`config.mk`:
```
export PLATFORM = sky130hd
export DESIGN_NAME = im_boot_ctrl
export DESIGN_NICKNAME = d
export VERILOG_FILES = /design/src/rtl/im_boot_ctrl.sv
export SDC_FILE = /design/constraint.sdc
export NUM_CORES = 1
export LEC_CHECK = 0
export ABC_AREA = 1
export BUFFER_PORTS_ARGS = -buffer_cell sky130_fd_sc_hd__buf_2
export CORE_AREA = 2 2 101 123
export DETAILED_ROUTE_END_ITERATION = 7
export DIE_AREA = 0 0 103 125
export MAX_ROUTING_LAYER = met4
export PLACE_DENSITY = 0.71
export SYNTH_ARGS = -nofsm -noshare
export SYNTH_HDL_FRONTEND = slang
export SYNTH_SLANG_ARGS = --single-unit
```
`constraint.sdc`:
```
create_clock -name Clk -period 5.7 [get_ports Clk]
set_clock_uncertainty 0.1 [all_clocks]
set_input_delay 0.57 -clock Clk [delete_from_list [all_inputs] [get_ports Clk]]
set_output_delay 0.57 -clock Clk [all_outputs]
set_load 0.05 [all_outputs]
```
`src/rtl/im_boot_ctrl.sv`:
```
// Boot sequencer and fetch arbiter for the single-port instruction memory.
// Optional IM_RELOAD_EN: reload_req restarts loading from RUN or ERR.
module im_boot_ctrl #(
    parameter int ADDR_W = 6,
    parameter int DEPTH  = 64
) (
    input  logic              Clk,
    input  logic              Reset,
    input  logic              ld_valid,
    input  logic [7:0]        ld_data,
    input  logic              ld_last,
    output logic              ld_ready,
    input  logic              reload_req,
    input  logic              fetch_req,
    input  logic [31:0]       fetch_pc,
    output logic              fetch_valid,
    output logic [31:0]       fetch_instr,
    output logic              fetch_err,
    output logic              mem_we,
    output logic [ADDR_W-1:0] mem_addr,
    output logic [31:0]       mem_wdata,
    input  logic [31:0]       mem_rdata,
    output logic              cpu_run,
    output logic [ADDR_W:0]   load_count,
    output logic              err_overflow
);

    typedef enum logic [1:0] {S_LOAD, S_WRITE, S_RUN, S_ERR} state_t;

    state_t              r_state, w_next;
    logic                r_ld_ready;
    logic [ADDR_W:0]     r_load_count;
    logic [1:0]          r_byte_idx;
    logic [31:0]         r_word;
    logic                r_last;
    logic                r_err;
    logic                r_fetch_valid, r_fetch_err;
    logic [31:0]         r_fetch_instr;
    logic [ADDR_W-1:0]   r_mem_addr;
    logic [31:0]         r_mem_wdata;
    logic                w_accept, w_full, w_fetch_bad, w_reload;

    assign w_accept    = ld_valid & r_ld_ready;
    assign w_full      = (r_load_count == (ADDR_W+1)'(DEPTH));
    assign w_fetch_bad = (|fetch_pc[1:0]) | (|fetch_pc[31:ADDR_W+2]);

`ifdef IM_RELOAD_EN
    assign w_reload = reload_req;
`else
    assign w_reload = 1'b0 & reload_req;
`endif

    always_ff @(posedge Clk or posedge Reset) begin
        if (Reset) r_state <= S_LOAD;
        else       r_state <= w_next;
    end

    always_comb begin
        w_next = r_state;
        case (r_state)
            S_LOAD: begin
                if (w_accept) begin
                    if (w_full)                          w_next = S_ERR;
                    else if (r_byte_idx == 2'd3 || ld_last) w_next = S_WRITE;
                end
            end
            S_WRITE: w_next = r_last ? S_RUN : S_LOAD;
            S_RUN:   if (w_reload) w_next = S_LOAD;
            S_ERR:   if (w_reload) w_next = S_LOAD;
            default: w_next = S_LOAD;
        endcase
    end

    // Address/data fall back to their registered copies so they hold when idle.
    always_comb begin
        mem_we    = 1'b0;
        mem_addr  = r_mem_addr;
        mem_wdata = r_mem_wdata;
        cpu_run   = (r_state == S_RUN);
        if (r_state == S_WRITE) begin
            mem_we    = 1'b1;
            mem_addr  = r_load_count[ADDR_W-1:0];
            mem_wdata = r_word;
        end else if (r_state == S_RUN && fetch_req) begin
            mem_addr = fetch_pc[ADDR_W+1:2];
        end
    end

    always_ff @(posedge Clk or posedge Reset) begin
        if (Reset) begin
            r_ld_ready    <= 1'b0;
            r_load_count  <= '0;
            r_byte_idx    <= '0;
            r_word        <= '0;
            r_last        <= 1'b0;
            r_err         <= 1'b0;
            r_fetch_valid <= 1'b0;
            r_fetch_err   <= 1'b0;
            r_fetch_instr <= '0;
            r_mem_addr    <= '0;
            r_mem_wdata   <= '0;
        end else begin
            r_ld_ready    <= (w_next == S_LOAD);
            r_mem_addr    <= mem_addr;
            r_mem_wdata   <= mem_wdata;
            r_fetch_valid <= 1'b0;
            r_fetch_err   <= 1'b0;
            if (r_state == S_RUN && fetch_req) begin
                if (w_fetch_bad) begin
                    r_fetch_err <= 1'b1;
                end else begin
                    r_fetch_valid <= 1'b1;
                    r_fetch_instr <= mem_rdata;
                end
            end
            case (r_state)
                S_LOAD: begin
                    if (w_accept && w_full) begin
                        r_err <= 1'b1;
                    end else if (w_accept) begin
                        r_word[{r_byte_idx, 3'b000} +: 8] <= ld_data;
                        r_byte_idx <= r_byte_idx + 2'd1;
                        r_last     <= ld_last;
                    end
                end
                S_WRITE: begin
                    r_load_count <= r_load_count + (ADDR_W+1)'(1);
                    r_word       <= '0;
                    r_byte_idx   <= '0;
                    r_last       <= 1'b0;
                end
                S_RUN, S_ERR: begin
                    if (w_reload) begin
                        r_err        <= 1'b0;
                        r_load_count <= '0;
                        r_byte_idx   <= '0;
                        r_word       <= '0;
                        r_last       <= 1'b0;
                    end
                end
                default: ;
            endcase
        end
    end

    assign ld_ready     = r_ld_ready;
    assign load_count   = r_load_count;
    assign err_overflow = r_err;
    assign fetch_valid  = r_fetch_valid;
    assign fetch_err    = r_fetch_err;
    assign fetch_instr  = r_fetch_instr;

endmodule
```
-- After elaboration in Yosys (flattened, before gate mapping)
Index checks and enable logic that the tools add are counted.
Widths: inputs -> output; s select.
- add/subtract/negate cells: 3
- multiply operators: 0
- div/mod/pow operators: 0
- magnitude comparators: 0
- equality and inequality tests: 7
- shift-type cells: 2
- mux-type cells: 23
- bitwise logic cells: 4
- reductions and logical operators: 11
- operators with widths (operator ; number):
    $mux 32 ; 3
    $pmux 32 s2 ; 1
    $bwmux 32 ; 1
    $shift 8x7->32 const A ; 1
    $shiftx 8x7->32 ; 1
    $reduce_or 24->1 ; 1
    $mux 2 ; 6
    $mux 6 ; 2
    $add 7x1->7 const B ; 1
    $eq 7x7->1 const B ; 1
    $mux 1 ; 7
    $neg 5->7 ; 1
    $eq 2x2->1 const B ; 3
    $pmux 2 s3 ; 1
    $logic_not 2->1 ; 2
    $ne 2x2->1 const B ; 2
    $pmux 2 s2 ; 1
    $reduce_and 2->1 ; 2
    $reduce_or 2->1 ; 2
    $reduce_and 3->1 ; 1
    $add 2x1->2 const B ; 1
    $eq 2x1->1 const B ; 1
    $logic_and 1x1->1 ; 2
    $not 1->1 ; 2
    other kinds (4) ; 4
- register bits: 118
- latch bits: 0
- memory bits (writable): 0
- bits in read-only memories: 0
- output and inout port bits: 83
- logic and storage cells: 62
- memories: 0

-- Longest topological paths before layout
- word-level depth: 7
- gate-level depth with buffers: 11

-- Worst setup path before layout
Ideal clock, no wire load.
- kind: flip-flop to output port
- start: register r_state[1]
- end: output mem_addr[4]
- arrival time: 2.223 ns
- path slack: 2.807 ns
- cell stages (with the launch flop): 7
- cell sequence: dfrtp_1 inv_2 nor2_4 nand2_4 nand2_1 o21ai_0 o21ai_0
- longest elaborated chain between the ends: 4
- elaborated cells between the ends (all ways): 5
- classes of those cells: eq/ne: 2; mux: 2; reduce/logical: 1
- RTL lines (item ; RTL line ; source):
    from (decl) ; 30 ; state_t r_state, w_next;
    from (signal assigned) ; 55 ; else r_state <= w_next;
    $eq 2x2->1 ; -- ;
    net cpu_run ; 23 ; output logic cpu_run,
    $logic_and 1x1->1 ; 84 ; end else if (r_state == S_RUN && fetch_req) begin
    $mux 6 ; 84 ;
    $mux 6 ; 80 ; if (r_state == S_WRITE) begin
    to (decl) ; 20 ; output logic [ADDR_W-1:0] mem_addr,
The timed path passes the listed nets, and every way through them passes these cells.

-- Worst setup path after layout
- start: register r_state[1]
- end: output mem_addr[5]
- longest elaborated chain between the ends: 4
- elaborated cells between the ends (all ways): 5
- classes of those cells: eq/ne: 2; mux: 2; reduce/logical: 1
- RTL lines (item ; RTL line):
    $eq 2x2->1 ; 84
    $logic_and 1x1->1 ; 84
    $mux 6 ; 84
    $mux 6 * ; 80
Mark *: on every way between the ends. The rest lies on a longest branch, timed or not.

==> results.md <==
* Layout cells sized above 1 at 29.6%
* P per Cell Area at 496 nW/µm²
* WP data required at 5030 ps
* Max-slew violation count at 0
* Synth Cell Area at 5180 µm²
* Clock buffer depth at 2
* Crit. End Element: output pin
* Clock latency at the later pin of the worst-skew pair at 410 ps
* Max-slew headroom at 21.1%
* Flop2flop setup slack at 3380 ps
* Peak supply drop at 0.000273 V
* Ports at 161
* Largest net degree at the start of global routing at 75
* WHS at about 120 ps
* Die Span X at 103 µm
* Hold_buf cts at 0
* RSZ-0062 raised after global routing: no
* Fmax at 0.323 GHz
* Antenna violations before repair at 0
* H-tree Lvls at 4
* Number of DRC markers in iteration 0 at 128
* DP HPWL at 8520 µm
* Diode count at 0
* Worst hold path type: in -> async
* Global-route wire length before repair at 19400 µm
* Global-route usage over all layers at 19.8%
* Max stage delay on crit path at roughly 540 ps
* Placer Congestion at a little under 0.9
* Drt first pass iters at 4
* Critical-path cell list: nor2_8 -> inv_4 -> a31oi_1 -> buf_2
* Cells after synthesis at roughly 600
* Syn avg cell area at slightly below 9 µm²
* Total Wirelength at 12000 µm
* Die H at 125 µm
* Routed WL per cell at 13.1 µm
* Number of hold violations in the final report at 0
* Row count at 44
* Setup Viol. Count Final at 0
* Outcome: completed
* Reg clk slew, reported paths at 50 ps
* Resized Gates After CTS at 0
* Die ar. at ~13000 µm²
* CP max-delay cell: nor2_8
* Synthesized Nets at 674
* Worst r2r path cells at 6
* DRT antenna net count at 0
* Drt drc at 0
* Initial Util at 43.9%
* Layout Utilization at a little under three fifths
* CTS root buf: clkbuf_16
* Crit Path Class: reg -> out
* Final period utilization at between 50% and 60%
* Number of synthesized register bits at 118
* Most common cell after layout, fill and taps aside: nand2_1
* Sink Count at 118
* Post-synthesis sequential area ratio at between 50% and 60%
* Final min period at 3100 ps
* Least-Margin Pin Slew at 1180 ps
* Synth warn at 0
* Vias in the first global route at ~4.2k
* IO buf count at 159
* FILL cells at 1103
* Nets at 830
* CORE AREA at ~12000 µm²
* Startpoint Class: flip-flop
* RR Endpoint: r_word[7]
* Synth cell types at 30
* Layout area overhead at 28.6%
* Vias/cell at about 4.8
* Critical Path AT at 2430 ps
* CTS tree: done
* Setup total negative slack at 0 ps
* CTS buffer count at 17
* Lkg Pwr at around 0.0038 µW
* R2R Path Start: r_state[1]
* Max FO, Critical Path at 49
* Post-CTS Setup Inserts at 0
* MaxCap Viol Count at 0
* Commonest cells after routing, fill and taps aside: nand2_1, buf_2, dfrtp_1, nand3_1, nor2_1
* Gr ovfl total at 0
* Via total after detailed routing at 4398
-- cell families (layout without fill, tap and decap cells) --
| group | count (synthesis) | after routing | share of synthesized area, % |
|---|---|---|---|
| compound gates | 47 | 47 | 5.65 |
| fa+ha+maj | 7 | 7 | 1.69 |
| buf+inv | 56 | 224 | 5.75 |
| simple gates | 355 | 355 | 28.9 |
| flops | 118 | 118 | 57.0 |
| xor+xnor | 6 | 6 | 1.01 |
-- cell usage after synthesis (all sizes together) --
cell type / instances / share of area, %
o21ai: 39 / 4.7
xnor2: 2 / 0.34
a21oi: 2 / 0.19
buf: 19 / 3.0
nor2: 40 / 3.6
a211oi: 1 / 0.15
nand3: 47 / 4.5
nand2: 259 / 19
nor3: 3 / 0.39
xor2: 4 / 0.68
ha: 7 / 1.7
inv: 33 / 2.4
dfrtp: 118 / 57
a31oi: 5 / 0.60
nand4: 3 / 0.65
or2: 3 / 0.36
clkbuf: 4 / 0.29
-- critical path: cells and delay by family, from the launching register on --
| family | cells | cell delay [ps] |
|---|---|---|
| compound gates | 1 | 330 |
| flops | 1 | 450 |
| simple gates | 1 | 540 |
| buf+inv | 2 | 690 |
-- per-layer routing --
metal	GRT usage, %	wire length (µm)	vias up
li1	-	-	2167
met1	21.7	4880	2060
met5	-	0	-
met3	5.20	911	16
met4	8.20	231	0
met2	33.4	5990	155
-- worst max-delay path by stage --
stage	from	end
detailed placement	r_state[1]	mem_addr[5]
finish	r_state[1]	mem_addr[5]
floorplan	Reset	err_overflow
global placement	r_state[1]	mem_addr[5]
CTS	r_state[1]	mem_addr[5]
global route	r_state[1]	mem_addr[5]
-- flip-flops by register name, indices dropped and copies added (netlist names) --
name / count
r_mem_addr: 6
r_word: 32
fetch_valid: 1
r_last: 1
r_mem_wdata: 32
r_state: 2
fetch_err: 1
err_overflow: 1
fetch_instr: 32
r_byte_idx: 2
ld_ready: 1
load_count: 7
-- metrics by stage --
stage	std cells	setup slack, ps	instance area, µm²	total power, µW
2_1_floorplan	589	1900	5180	1930
4_1_cts	918	2540	6660	3340
3_5_place_dp	887	2980	6010	2160
5_1_grt	918	2400	6660	3470
6_report	918	2600	6660	3300
3_3_place_gp	887	3020	6010	2130
-- area by class of cell --
class / count / area (µm²) / share of cell area [%]
Timing Repair Buffer: 160 / 803 / 12.1
Tap cell: 161 / 201 / 3.02
Sequential cell: 118 / 2950 / 44.3
Inverter: 33 / 129 / 1.94
Clock inverter: 9 / 173 / 2.59
Multi-Input combinational cell: 415 / 1930 / 28.9
Clock buffer: 22 / 474 / 7.12
-- power by group --
| part | leakage [µW] | total, µW | internal (µW) | switching (µW) |
|---|---|---|---|---|
| logic | 0.00184 | 1050 | 244 | 803 |
| clock network | 0.000316 | 1160 | 805 | 357 |
| registers | 0.00161 | 1100 | 1000 | 92.0 |
(Power assumes the default switching activity.)
